$ cat config.mk
export PLATFORM = sky130hd
export DESIGN_NAME = sandbox_frame_link
export DESIGN_NICKNAME = d
export VERILOG_FILES = /design/src/rtl/sandbox_link_pkg.sv /design/src/rtl/sandbox_frame_tx.sv /design/src/rtl/sandbox_frame_link.sv
export SDC_FILE = /design/constraint.sdc
export NUM_CORES = 1
export LEC_CHECK = 0
export ABC_AREA = 1
export BUFFER_PORTS_ARGS = -buffer_cell sky130_fd_sc_hd__buf_2
export CORE_MARGIN = 2
export CORE_UTILIZATION = 60
export CTS_CLUSTER_SIZE = 40
export DETAILED_ROUTE_END_ITERATION = 8
export PLACE_DENSITY = 0.86
export SYNTH_ARGS = -nofsm -noshare
export SYNTH_HDL_FRONTEND = slang
export SYNTH_SLANG_ARGS = --single-unit
$ cat constraint.sdc
create_clock -name masterClock -period 2.2 [get_ports masterClock]
set_input_delay 0.11 -clock masterClock [delete_from_list [all_inputs] [get_ports masterClock]]
set_output_delay 0.11 -clock masterClock [all_outputs]
set_load 0.01 [all_outputs]
$ cat src/rtl/sandbox_link_pkg.sv
// sandbox_link_pkg: shared frame constants, FSM encodings and error flag indices for the sandbox link
package sandbox_link_pkg;

   localparam int FRAME_BYTES = 5;

   localparam int ERR_OVERRUN = 0;
   localparam int ERR_TIMEOUT = 1;
   localparam int ERR_TXDROP  = 2;

   typedef enum logic {
      R_IDLE,
      R_COLLECT
   } rxState_t;

   typedef enum logic [1:0] {
      T_IDLE,
      T_SEND,
      T_HOLD
   } txState_t;

endpackage

$ cat src/rtl/sandbox_frame_tx.sv
// sandbox_frame_tx: serialises status + outputData into a 5-byte response frame, one frame per transmitData assertion
module sandbox_frame_tx
   import sandbox_link_pkg::*;
(
   input  logic        masterClock,
   input  logic        reset,
   input  logic        transmitData,
   input  logic [7:0]  status,
   input  logic [31:0] outputData,
   input  logic        txReady,
   output logic        txValid,
   output logic [7:0]  txByte,
   output logic        dropEvent
);

   txState_t    state;
   txState_t    stateNext;
   logic [39:0] shiftBuf;
   logic [2:0]  byteIdx;
   logic        seenLow;
   logic        accept;
   logic        lastByte;

   // The byte on the wire is always the top of the shift buffer; valid only while sending.
   assign txValid = (state == T_SEND);
   assign txByte  = shiftBuf[39:32];

   // Next-state logic; a request that falls and rises again mid-frame is reported, not queued.
   always_comb begin
      stateNext = state;
      accept    = (state == T_SEND) && txReady;
      lastByte  = (byteIdx == 3'(FRAME_BYTES - 1));
      dropEvent = (state == T_SEND) && seenLow && transmitData;
      case (state)
         T_IDLE:  stateNext = transmitData ? T_SEND : T_IDLE;
         T_SEND:  stateNext = (accept && lastByte) ? T_HOLD : T_SEND;
         T_HOLD:  stateNext = transmitData ? T_HOLD : T_IDLE;
         default: stateNext = T_IDLE;
      endcase
   end

   // State register.
   always_ff @(posedge masterClock) begin
      if (reset)
         state <= T_IDLE;
      else
         state <= stateNext;
   end

   // Shift buffer, byte index and the "request went low during send" tracker.
   always_ff @(posedge masterClock) begin
      if (reset) begin
         shiftBuf <= '0;
         byteIdx  <= '0;
         seenLow  <= 1'b0;
      end else begin
         if (state == T_IDLE && transmitData) begin
            shiftBuf <= {status, outputData};
            byteIdx  <= '0;
         end else if (accept) begin
            shiftBuf <= {shiftBuf[31:0], 8'h00};
            byteIdx  <= byteIdx + 3'd1;
         end
         seenLow <= (state == T_SEND) && !dropEvent && (seenLow || !transmitData);
      end
   end

endmodule

$ cat src/rtl/sandbox_frame_link.sv
// sandbox_frame_link: host-side sandbox handshake; assembles RX command frames and sends TX response frames
module sandbox_frame_link
   import sandbox_link_pkg::*;
#(
   parameter int TIMEOUT_CYCLES = 100000,
   parameter int TMO_W          = 17
) (
   input  logic        masterClock,
   input  logic        reset,
   input  logic        rxValid,
   input  logic [7:0]  rxByte,
   output logic        txValid,
   output logic [7:0]  txByte,
   input  logic        txReady,
   output logic        dataReceived,
   output logic [7:0]  control,
   output logic [31:0] inputData,
   input  logic        clearDR,
   input  logic        transmitData,
   input  logic [7:0]  status,
   input  logic [31:0] outputData,
   input  logic        clearErrors,
   output logic [2:0]  errorFlags
);

   rxState_t         rxState;
   rxState_t         rxNext;
   logic [2:0]       byteCnt;
   logic [7:0]       shadowCtrl;
   logic [23:0]      shadowWord;
   logic [TMO_W-1:0] tmoCnt;
   logic             frameDone;
   logic             timeoutHit;
   logic             txDrop;
   logic [2:0]       errSet;

   // RX next-state: the 5th byte completes a frame; an rxValid beats a coincident timeout.
   always_comb begin
      rxNext     = rxState;
      frameDone  = 1'b0;
      timeoutHit = 1'b0;
      errSet     = '0;
      case (rxState)
         R_IDLE: rxNext = rxValid ? R_COLLECT : R_IDLE;
         R_COLLECT: begin
            if (rxValid) begin
               frameDone = (byteCnt == 3'(FRAME_BYTES - 1));
               rxNext    = frameDone ? R_IDLE : R_COLLECT;
            end else begin
               timeoutHit = (tmoCnt == TMO_W'(TIMEOUT_CYCLES - 1));
               rxNext     = timeoutHit ? R_IDLE : R_COLLECT;
            end
         end
         default: rxNext = R_IDLE;
      endcase
      errSet[ERR_OVERRUN] = frameDone && dataReceived;
      errSet[ERR_TIMEOUT] = timeoutHit;
      errSet[ERR_TXDROP]  = txDrop;
   end

   // RX state register.
   always_ff @(posedge masterClock) begin
      if (reset)
         rxState <= R_IDLE;
      else
         rxState <= rxNext;
   end

   // Shadow frame assembly and inter-byte timeout counter.
   always_ff @(posedge masterClock) begin
      if (reset) begin
         byteCnt    <= '0;
         shadowCtrl <= '0;
         shadowWord <= '0;
         tmoCnt     <= '0;
      end else begin
         if (rxValid) begin
            tmoCnt <= '0;
            if (rxState == R_IDLE) begin
               shadowCtrl <= rxByte;
               shadowWord <= '0;
               byteCnt    <= 3'd1;
            end else begin
               shadowWord <= {shadowWord[15:0], rxByte};
               byteCnt    <= byteCnt + 3'd1;
            end
         end else if (rxState == R_COLLECT) begin
            tmoCnt <= tmoCnt + 1'b1;
         end
         if (frameDone || timeoutHit) begin
            byteCnt <= '0;
            tmoCnt  <= '0;
         end
      end
   end

   // Process handshake: present a completed frame only when the previous one was released.
   always_ff @(posedge masterClock) begin
      if (reset) begin
         dataReceived <= 1'b0;
         control      <= '0;
         inputData    <= '0;
      end else if (frameDone && !dataReceived) begin
         dataReceived <= 1'b1;
         control      <= shadowCtrl;
         inputData    <= {shadowWord, rxByte};
      end else if (clearDR) begin
         dataReceived <= 1'b0;
      end
   end

   // Sticky error flags; a new event wins over a simultaneous clear.
   always_ff @(posedge masterClock) begin
      if (reset)
         errorFlags <= '0;
      else
         errorFlags <= (clearErrors ? 3'b000 : errorFlags) | errSet;
   end

   sandbox_frame_tx txPath (
      .masterClock  (masterClock),
      .reset        (reset),
      .transmitData (transmitData),
      .status       (status),
      .outputData   (outputData),
      .txReady      (txReady),
      .txValid      (txValid),
      .txByte       (txByte),
      .dropEvent    (txDrop)
   );

endmodule

==> flow_summary.toml, run 1 <==
[worst_setup_path]
ff2ff_setup_slack_ns = 0.29
cpPeakStageDelay_ns = 0.63
rr_startpoint = "rxState"
r2r-end = "inputData[13]"
cp-start-kind = "flip-flop"
crit_path_end_kind = "flip-flop"
path_max_fanout = 41
critPathCapture = "inputData[13]"
reg2reg_depth = 5
required_ns = 2.58
crit_chain = "inv_6 -> nor2_4 -> nand2_4 -> nand2_1 -> a21oi_1"
path_class = "flip-flop to flip-flop"
slowest_stage = "dfxtp_1"
cp_data_arrival_time_ns = 2.28
startpoint = "rxState"

[clock_tree]
tritoncts = "done"
clk_pin_slew_ns = 0.06
postCtsHoldBufs = 53
htree_levels = 4
cts-buffers-inserted = 17
cts_buffer_depth = 2
clock-sinks = 143
clock-root-buffer = "clkbuf_8"
clock_latency_ns = 0.53
cts_setup_buffers = 0
cts_resized = 0

[layout]
syn2layout_area_growth_pct = 25.4
final_layout_size_suffix_gt1_share_pct = 19.4
fin_area_um2 = 7390
nNetsFinal = 955
stdcell_count = 1042

[yosys]
syn_area_um2 = 5890
synth_cell_types = 36
synth.avg_cell_area_um2 = 7.78
yosysWarnings = 0
ys_ff_latch = 143
synth_most_common_cell = "nand2_1"
syn_nets = 817
synthTopCellsByCount = "nand2_1, dfxtp_1, a21oi_1"
ys.flop_type = "dfxtp_1"
synth_edf_count = 0
synth_seq_area_share_pct = 48.6
async_flop_share_pct = 0
yosysTopAreaCell = "dfxtp_1"
yosysTopAreaCellShare_pct = 48.6
synthCells = 757
ys_top_cells_by_area = "dfxtp_1, nand2_1, a21oi_1, nor2_1, nand3_1"

[timing]
hold_violations = 0
fmax_ghz = 0.525
relSlewSlack_pct = 54.8
tightest_slew_ns = 0.678
finalClockSkew_ns = 0.00692
rsz0062_at_grt = "no"
layout_min_cycle_time_ns = 1.91
setup_tns_ns = 0
finalMaxSlewViolations = 0
setup_violations = 0
fin_crit_sh_pct = 86.6

[detailed_routing]
wl_mm = 16.1
drtIter0Drc = 431
via_per_inst = 5.49
vias = 5718
drc_errors = 0
drtPass1Iterations = 8
wl_per_cell_um = 15.5
antenna_left = 0

[floorplanning]
die_y_um = 103
pin_count = 108
die_w_um = 103
die_area_um2 = 10600
initial_core_util_pct = 61.1
core_area_um2 = 9640
row_count = 36

[grt]
grt_max_degree = 68
grt_antenna_before_repair = 1
grt_pass1_wl_mm = 25.4
grt-ovfl-total = 0
grtUsageTotal_pct = 30.8
first_global_vias = 5430

[status]
outcome = "finished clean"

[placement]
hpwl_mm = 9.19
io_buffers = 107
place.gp.congestion = 0.898
place_inst = 956
place_area_um2 = 6320

[power_and_ir_drop]
ir_drop_mv = 0.494
powerDensity_nw_per_um2 = 776
leakagePower_nw = 3.14
total_power_mw = 5.73

[job]
drv_cap = 0

[worst_hold_path]
hold_class = "primary input to flip-flop"
hold_depth = 2
[through the flow]
step	util (%)	hold WS, ns	worst slack (ns)
2_1_floorplan	-	0.189	0.886
3_3_place_gp	65.6	0.324	0.499
4_1_cts	76.6	0.0247	0.329
3_5_place_dp	65.6	0.339	0.387
5_1_grt	76.6	0.0569	0.193
6_report	76.6	0.0398	0.294
[worst min-delay path by stage]
stage	start	endpoint	slack, ns
floorplan	transmitData	txPath.seenLow	0.19
global placement	transmitData	txPath.seenLow	0.32
detailed placement	transmitData	txPath.seenLow	0.34
CTS	reset	inputData[3]	0.02
global route	reset	errorFlags[1]	0.06
finish	reset	errorFlags[2]	0.04
[layout make-up]
| cell class | count | area, um^2 |
|---|---|---|
| Antenna cell | 1 | 2.50 |
| Clock buffer | 20 | 445 |
| Clock inverter | 12 | 87.6 |
| Fill cell | 653 | 2250 |
| Inverter | 38 | 148 |
| Multi-Input combinational cell | 525 | 2530 |
| Sequential cell | 143 | 2860 |
| Tap cell | 133 | 166 |
| Timing Repair Buffer | 170 | 1140 |
[flip-flops by register name (all words and copies together) (netlist names)]
register,count
byteCnt,3
control,8
dataReceived,1
errorFlags,3
inputData,32
rxState,1
shadowCtrl,8
shadowWord,24
tmoCnt,17
txPath.byteIdx,3
txPath.seenLow,1
txPath.shiftBuf,40
txPath.state,2
[per-layer routing]
layer  track usage [%]  vias up  wire (um)
met5                 0        -          0
met4              13.1        0        485
met3              8.75       63       1080
met2              52.6      284       7970
met1              36.3     2618       6580
li1                  -     2753          -
[cells by family after synthesis]
kind of cell             after synthesis  synth area share, %
multiplexers                           1                0.170
buffers and inverters                 89                 8.37
AO/OA/AOI/OAI                        128                 12.9
AND/OR/NAND/NOR                      385                 28.0
adder cells (fa/ha/maj)                5                 1.06
XOR/XNOR                               6                0.892
flip-flops                           143                 48.6
[cell usage in the layout, fill, tap and decap left out, drive strengths merged]
cell type,count
nand4,4
buf,117
nand2,214
a211oi,1
a21oi,89
dlygate4sd3,53
a32o,21
o21ai,13
dfxtp,143
ha,5
clkbuf,20
inv,39
nor3b,1
xnor2,2
diode,1
or2,2
nand3b,1
o21bai,3
xor2,4
o32ai,1
nor2,95
clkinvlp,5
clkinv,6
nor3,5
nand3,63
mux2i,1
[power breakdown]
part,internal (mW),switching (mW)
registers,2.66,0.0495
clock network,1.45,1.11
logic,0.190,0.267
[critical path: cells and delay by family (launching register included)]
kind,cells,cell delay (ns)
and+or+nand+nor,3,0.91
DFF,1,0.63
AOI/OAI and AO/OA,1,0.11
buffers and inverters,1,0.08
Note: power is estimated with default switching activity, not from simulation.
==> run 2: changes to the inputs <==
- CELL_PAD_IN_SITES_DETAIL_PLACEMENT: unset -> 0
- CELL_PAD_IN_SITES_GLOBAL_PLACEMENT: unset -> 1
- CORE_UTILIZATION: 60 -> 43
- PLACE_DENSITY: 0.86 -> 0.85
==> run 2 against run 1 <==
Effect of this change:
- clock power increased by 9.4%
- first-iteration DRC count decreased by 29%
- via count decreased by 7.3%
- worst hold slack got worse by 0.032 ns
- sequential share of layout area increased by 0.13 points
- critical endpoint is now shadowWord[19]
- setup slack improved by 0.26 ns
- sequential cell count unchanged
- clock skew increased by 0.0021 ns
- combinational power decreased by 8.3%
- final area decreased by 0.34%
- largest power group is now clock
- maximum frequency increased by 16%
- power increased by 3.6%
==> flow_summary.toml, run 2 (synthesis gave the netlist of run 1 again) <==
[layout]
fin_area_um2 = 7360
final_common_cell = "nand2_1"
nNetsFinal = 943
top_register = "txPath.shiftBuf"
final_layout_size_suffix_gt1_share_pct = 19.7
reg_top3 = "txPath.shiftBuf x40, inputData x32, shadowWord x24"
final_cell_mix = "nand2_1, dfxtp_1, buf_2"
fillCellCount = 1235
largest_register_ffs = 40
syn2layout_area_growth_pct = 25.0

[timing]
setup_violations = 0
fmax_ghz = 0.606
setup_tns_ns = 0
finalClockSkew_ns = 0.00904
hold_violations = 0
fin_crit_sh_pct = 75.0
finalMaxSlewViolations = 0
layout_min_cycle_time_ns = 1.65
relSlewSlack_pct = 49.7
rsz0062_at_grt = "no"
tightest_slew_ns = 0.755

[power_and_ir_drop]
ir_drop_mv = 0.522
leakagePower_nw = 3.11
powerDensity_nw_per_um2 = 806

[floorplanning]
die_y_um = 121
die_w_um = 121
row_count = 42
pin_count = 108
die_area_um2 = 14600
initial_core_util_pct = 44.3
core_area_um2 = 13300

[grt]
gr-usage-met2_pct = 32.1
top_usage_layer = "met2"
grt_pass1_wl_mm = 23.4
grtUsageTotal_pct = 19.9
grt_max_degree = 75
grt_antenna_before_repair = 1
grt_use_met3_pct = 5.31
grt-ovfl-total = 0
met1_usage_pct = 25.7
first_global_vias = 5093

[detailed_routing]
drtIter0Drc = 304
wl_mm = 13.9
wl_per_cell_um = 13.0
drtPass1Iterations = 5
drc_errors = 0
via_per_inst = 4.95
antenna_left = 0
vias = 5302

[job]
drv_cap = 0

[clock_tree]
htree_levels = 4
tritoncts = "done"
cts_setup_buffers = 0
clock_latency_ns = 0.42
clock-root-buffer = "clkbuf_16"
postCtsHoldBufs = 39
cts_resized = 0
clk_pin_slew_ns = 0.06
clock-sinks = 143
cts-buffers-inserted = 17
cts_buffer_depth = 2

[worst_setup_path]
cpPeakStageDelay_ns = 0.65
cp_num_buf_inv = 2
cp_data_arrival_time_ns = 2.00
cp-start-kind = "flip-flop"
crit_path_end_kind = "flip-flop"
critical-path-top-delay-family = "flip-flops"
crit_chain = "nand2_1 -> inv_1 -> buf_4 -> a32o_1"
path_max_fanout = 13
slowest_stage = "dfxtp_1"
required_ns = 2.56
path_class = "flip-flop to flip-flop"

[placement]
place.gp.congestion = 0.834
place_area_um2 = 6390
hpwl_mm = 9.40
io_buffers = 107

[worst_hold_path]
hold_class = "primary input to flip-flop"

[status]
outcome = "finished clean"
-- run 2: cell count changes in the layout (fill, tap and decap cells not counted), sizes merged --
cell	change
bufinv	+2
clkinv	-1
inv	+1
buf	+2
clkinvlp	-3
dlygate4sd3	-14
-- run 2: metal layers --
metal | vias up | wire (um)
met2 | 144 | 6280
met4 | 0 | 232
met3 | 19 | 732
li1 | 2724 | -
met5 | - | 0
met1 | 2415 | 6650
-- run 2: report_power, final --
group	internal (mW)	switching, mW
Combinational	0.176	0.243
Clock	1.70	1.10
Sequential	2.66	0.0455
-- run 2: path summary, 6_finish.rpt --
| check | startpoint | end | slack, ns | depth (start not counted) |
|---|---|---|---|---|
| min reg2reg | inputData[18] | inputData[18] | 0.46 | 2 |
| max | rxState | shadowWord[19] | 0.55 | 4 |
| min | outputData[21] | txPath.shiftBuf[21] | 0.007 | 5 |
| max reg2reg | rxState | shadowWord[19] | 0.55 | 4 |
-- run 2: cell type report --
cell class / count / area [um^2] / share of cell area [%]
sequential: 143 / 2860 / 38.9
multi-input combinational: 525 / 2530 / 34.4
timing repair buffer: 158 / 1020 / 13.8
clock buffer: 20 / 447 / 6.07
tap: 176 / 220 / 2.99
inverter: 38 / 148 / 2.01
clock inverter: 11 / 133 / 1.80
antenna: 1 / 2.50 / 0.0340
-- run 2: stage by stage --
step           hold slack (ns)  util (%)  cells  power [mW]  worst slack [ns]
2_1_floorplan            0.189         -    757        3.03             0.886
6_report               0.00744      55.4   1072        5.93             0.551
5_1_grt                 0.0240      55.4   1072        6.17             0.417
3_5_place_dp             0.344      48.1   1001        3.13             0.566
3_3_place_gp             0.338      48.1   1001        3.12             0.648
4_1_cts                0.00115      55.3   1071        5.99             0.538
-- run 2: tightest hold or removal path, delay by kind of cell --
kind	cells	cell delay [ns]
simple gates	3	0.16
buf+inv	1	0.08
compound gates	1	0.04
==> run 3: changes to the inputs <==
- ABC_AREA: 1 -> 0
- CORE_UTILIZATION: 43 -> 37
- PLACE_DENSITY: 0.85 -> 0.76
- clock period: 2.2 -> 1.4 ns (I/O delays scaled with it)
==> run 3 against run 2 <==
Effect of this change:
- the run now ends with setup timing left
- via count fell by 7.5%
- final cell count fell by 8.3%
- first-iteration DRC count fell by 8.6%
- non-clock buffer count rose by 54
- worst hold slack improved by 0.055 ns
- core utilization fell by 1.7 points
- clock-buffer cell count fell by 3
- critical path type unchanged
==> flow_summary.toml, run 3 <==
[floorplanning]
pin_count = 108
core_area_um2 = 14600
die_w_um = 126
row_count = 44
die_area_um2 = 16000
die_y_um = 126
initial_core_util_pct = 38.0

[job]
drv_cap = 0

[yosys]
yosysWarnings = 0
synthCells = 603
synth_seq_area_share_pct = 51.7
ys.flop_type = "dfxtp_1"
synthTopCellsByCount = "dfxtp_1, nand2_1, nor2_1"
synth_edf_count = 0
ys_ff_latch = 143
syn_nets = 663
synth_cell_types = 43
syn_area_um2 = 5540
yosysTopAreaCell = "dfxtp_1"
async_flop_share_pct = 0
synth_most_common_cell = "dfxtp_1"
synth.avg_cell_area_um2 = 9.19
ys_top_cells_by_area = "dfxtp_1, nand2_1, a21oi_1, mux2i_1, nor2_1"
yosysTopAreaCellShare_pct = 51.7

[clock_tree]
htree_levels = 4
clk_pin_slew_ns = 0.06
tritoncts = "done"
clock_latency_ns = 0.43
cts_buffer_depth = 2
cts-buffers-inserted = 17
clock-sinks = 143
clock-root-buffer = "clkbuf_16"

[timing]
layout_min_cycle_time_ns = 1.43
hold_ws_ns = 0.0624
fmax_ghz = 0.700
finalMaxSlewViolations = 0
setup_ws_ns = -0.0279
tightest_slew_ns = 0.637
rsz0062_at_grt = "yes"
setup_violations = 18
fin_crit_sh_pct = 102
finalClockSkew_ns = 0.00775
relSlewSlack_pct = 57.5
hold_violations = 0
setup_tns_ns = -0.211

[worst_setup_path]
crit_chain = "inv_1 -> ha_1 -> and4_4 -> nand2b_1 -> buf_12 -> nand2_1 -> a21oi_2"
rr_startpoint = "byteCnt[0]"
required_ns = 1.75
r2r-end = "inputData[23]"
crit_path_end_kind = "flip-flop"
startpoint = "byteCnt[0]"
slowest_stage = "dfxtp_2"
cp_num_buf_inv = 2
cp-start-kind = "flip-flop"
ff2ff_setup_slack_ns = -0.03
critPathCapture = "inputData[23]"
critical-path-top-delay-family = "simple AND/OR/NAND/NOR gates"
cp_data_arrival_time_ns = 1.78
reg2reg_depth = 7
path_class = "flip-flop to flip-flop"
path_depth = 7
path_max_fanout = 24
cpPeakStageDelay_ns = 0.33

[detailed_routing]
drtPass1Iterations = 4
antenna_left = 0
drc_errors = 0
wl_per_cell_um = 14.9
vias = 4906
drtIter0Drc = 278
via_per_inst = 4.99
wl_mm = 14.6

[layout]
reg_top3 = "txPath.shiftBuf x40, inputData x32, shadowWord x24"
top_register = "txPath.shiftBuf"
antenna_cells = 0
utilization_pct = 53.7
nNetsFinal = 846
final_common_cell = "dfxtp_1"
final_layout_size_suffix_gt1_share_pct = 31.0
final_cell_mix = "dfxtp_1, buf_2, nand2_1"
syn2layout_area_growth_pct = 41.5
largest_register_ffs = 40

[grt]
grt_pass1_wl_mm = 23.5
grt_max_degree = 58
first_global_vias = 4831
grt_antenna_before_repair = 0
grtUsageTotal_pct = 18.4
grt-ovfl-total = 0

[power_and_ir_drop]
ir_drop_mv = 0.948
powerDensity_nw_per_um2 = 1180
total_power_mw = 9.27
leakagePower_nw = 3.14

[worst_hold_path]
hold_depth = 4
hold_class = "primary input to flip-flop"

[placement]
pre_cts_slack_ns = -0.0892
hpwl_mm = 9.42
place.gp.congestion = 0.807
io_buffers = 107

[status]
violations = "setup timing"
outcome = "finished, violations left"
-- run 3: changes by cell type in the layout (fill, tap and decap cells not counted), moves of 13 or more --
cell | previous run | this run
a32o_1 | 21 | 0
dlygate4sd3_1 | 39 | 52
inv_1 | 32 | 8
dfxtp_1 | 143 | 130
nand3_1 | 60 | 6
a211oi_1 | 1 | 27
a22o_1 | 0 | 24
nand2_1 | 209 | 106
nor2_1 | 81 | 61
buf_4 | 12 | 37
mux2i_1 | 1 | 27
a21oi_1 | 89 | 49
-- run 3: how the worst min path moves through the flow --
stage / start / end
2_1_floorplan: transmitData / txPath.seenLow
3_3_place_gp: transmitData / txPath.seenLow
3_5_place_dp: transmitData / txPath.seenLow
4_1_cts: rxByte[5] / shadowCtrl[5]
5_1_grt: reset / byteCnt[0]
6_report: reset / byteCnt[0]
-- run 3: final cells by class --
cell class	instances	area, um^2
fillers	1314	6750
flip-flops and latches	143	2880
multi-input cells	403	2570
repair buffers	212	1570
clock buffers	17	425
well taps	184	230
clock inverters	15	129
inverters	9	33.8
-- run 3: kinds of logic (layout without fill, tap and decap cells) --
group	Yosys count	after routing	share of synthesized area [%]
and+or+nand+nor	221	221	17.7
muxes	28	28	5.06
adders and majority gates	5	5	1.13
xor gates and xnor gates	17	17	2.69
DFF	143	143	51.7
AOI/OAI and AO/OA	132	132	15.8
buffers and inverters	57	253	5.94
-- run 3: metal layers --
metal / GRT usage, % / share of wire (%) / vias up
li1: - / - / 2453
met1: 22.9 / 45 / 2341
met2: 31.0 / 49 / 91
met3: 4.51 / 3.5 / 21
met4: 6.53 / 1.7 / 0
met5: 0 / 0 / -
-- run 3: report_power, final --
part / total, mW / switching (mW) / internal, mW
clock network: 4.22 / 1.89 / 2.32
registers: 4.29 / 0.0909 / 4.20
logic: 0.767 / 0.373 / 0.393
total: 9.27 / 2.36 / 6.91
-- run 3: worst reg2reg max path: cells and delay by family, from the launching register on --
| family | cells | cell delay [ns] |
|---|---|---|
| buf+inv | 2 | 0.24 |
| flops | 1 | 0.33 |
| fa+ha+maj | 1 | 0.18 |
| compound gates | 1 | 0.15 |
| simple gates | 3 | 0.46 |
-- run 3: repair_timing --
item	in CTS	in global routing
endpoints found under the hold margin	69	3
gates cloned	2	0
endpoints found under the setup margin	66	84
gates resized for setup	23	52
pin swaps	4	13
hold buffers	51	1
buffers inserted	5	3
-- run 3: per-stage QoR --
stage,instance area (um^2),cells
final,7840,983
after global routing,7840,983
after CTS,7690,983
after detailed placement,6440,893
after global placement,6440,893
after floorplan,5560,603
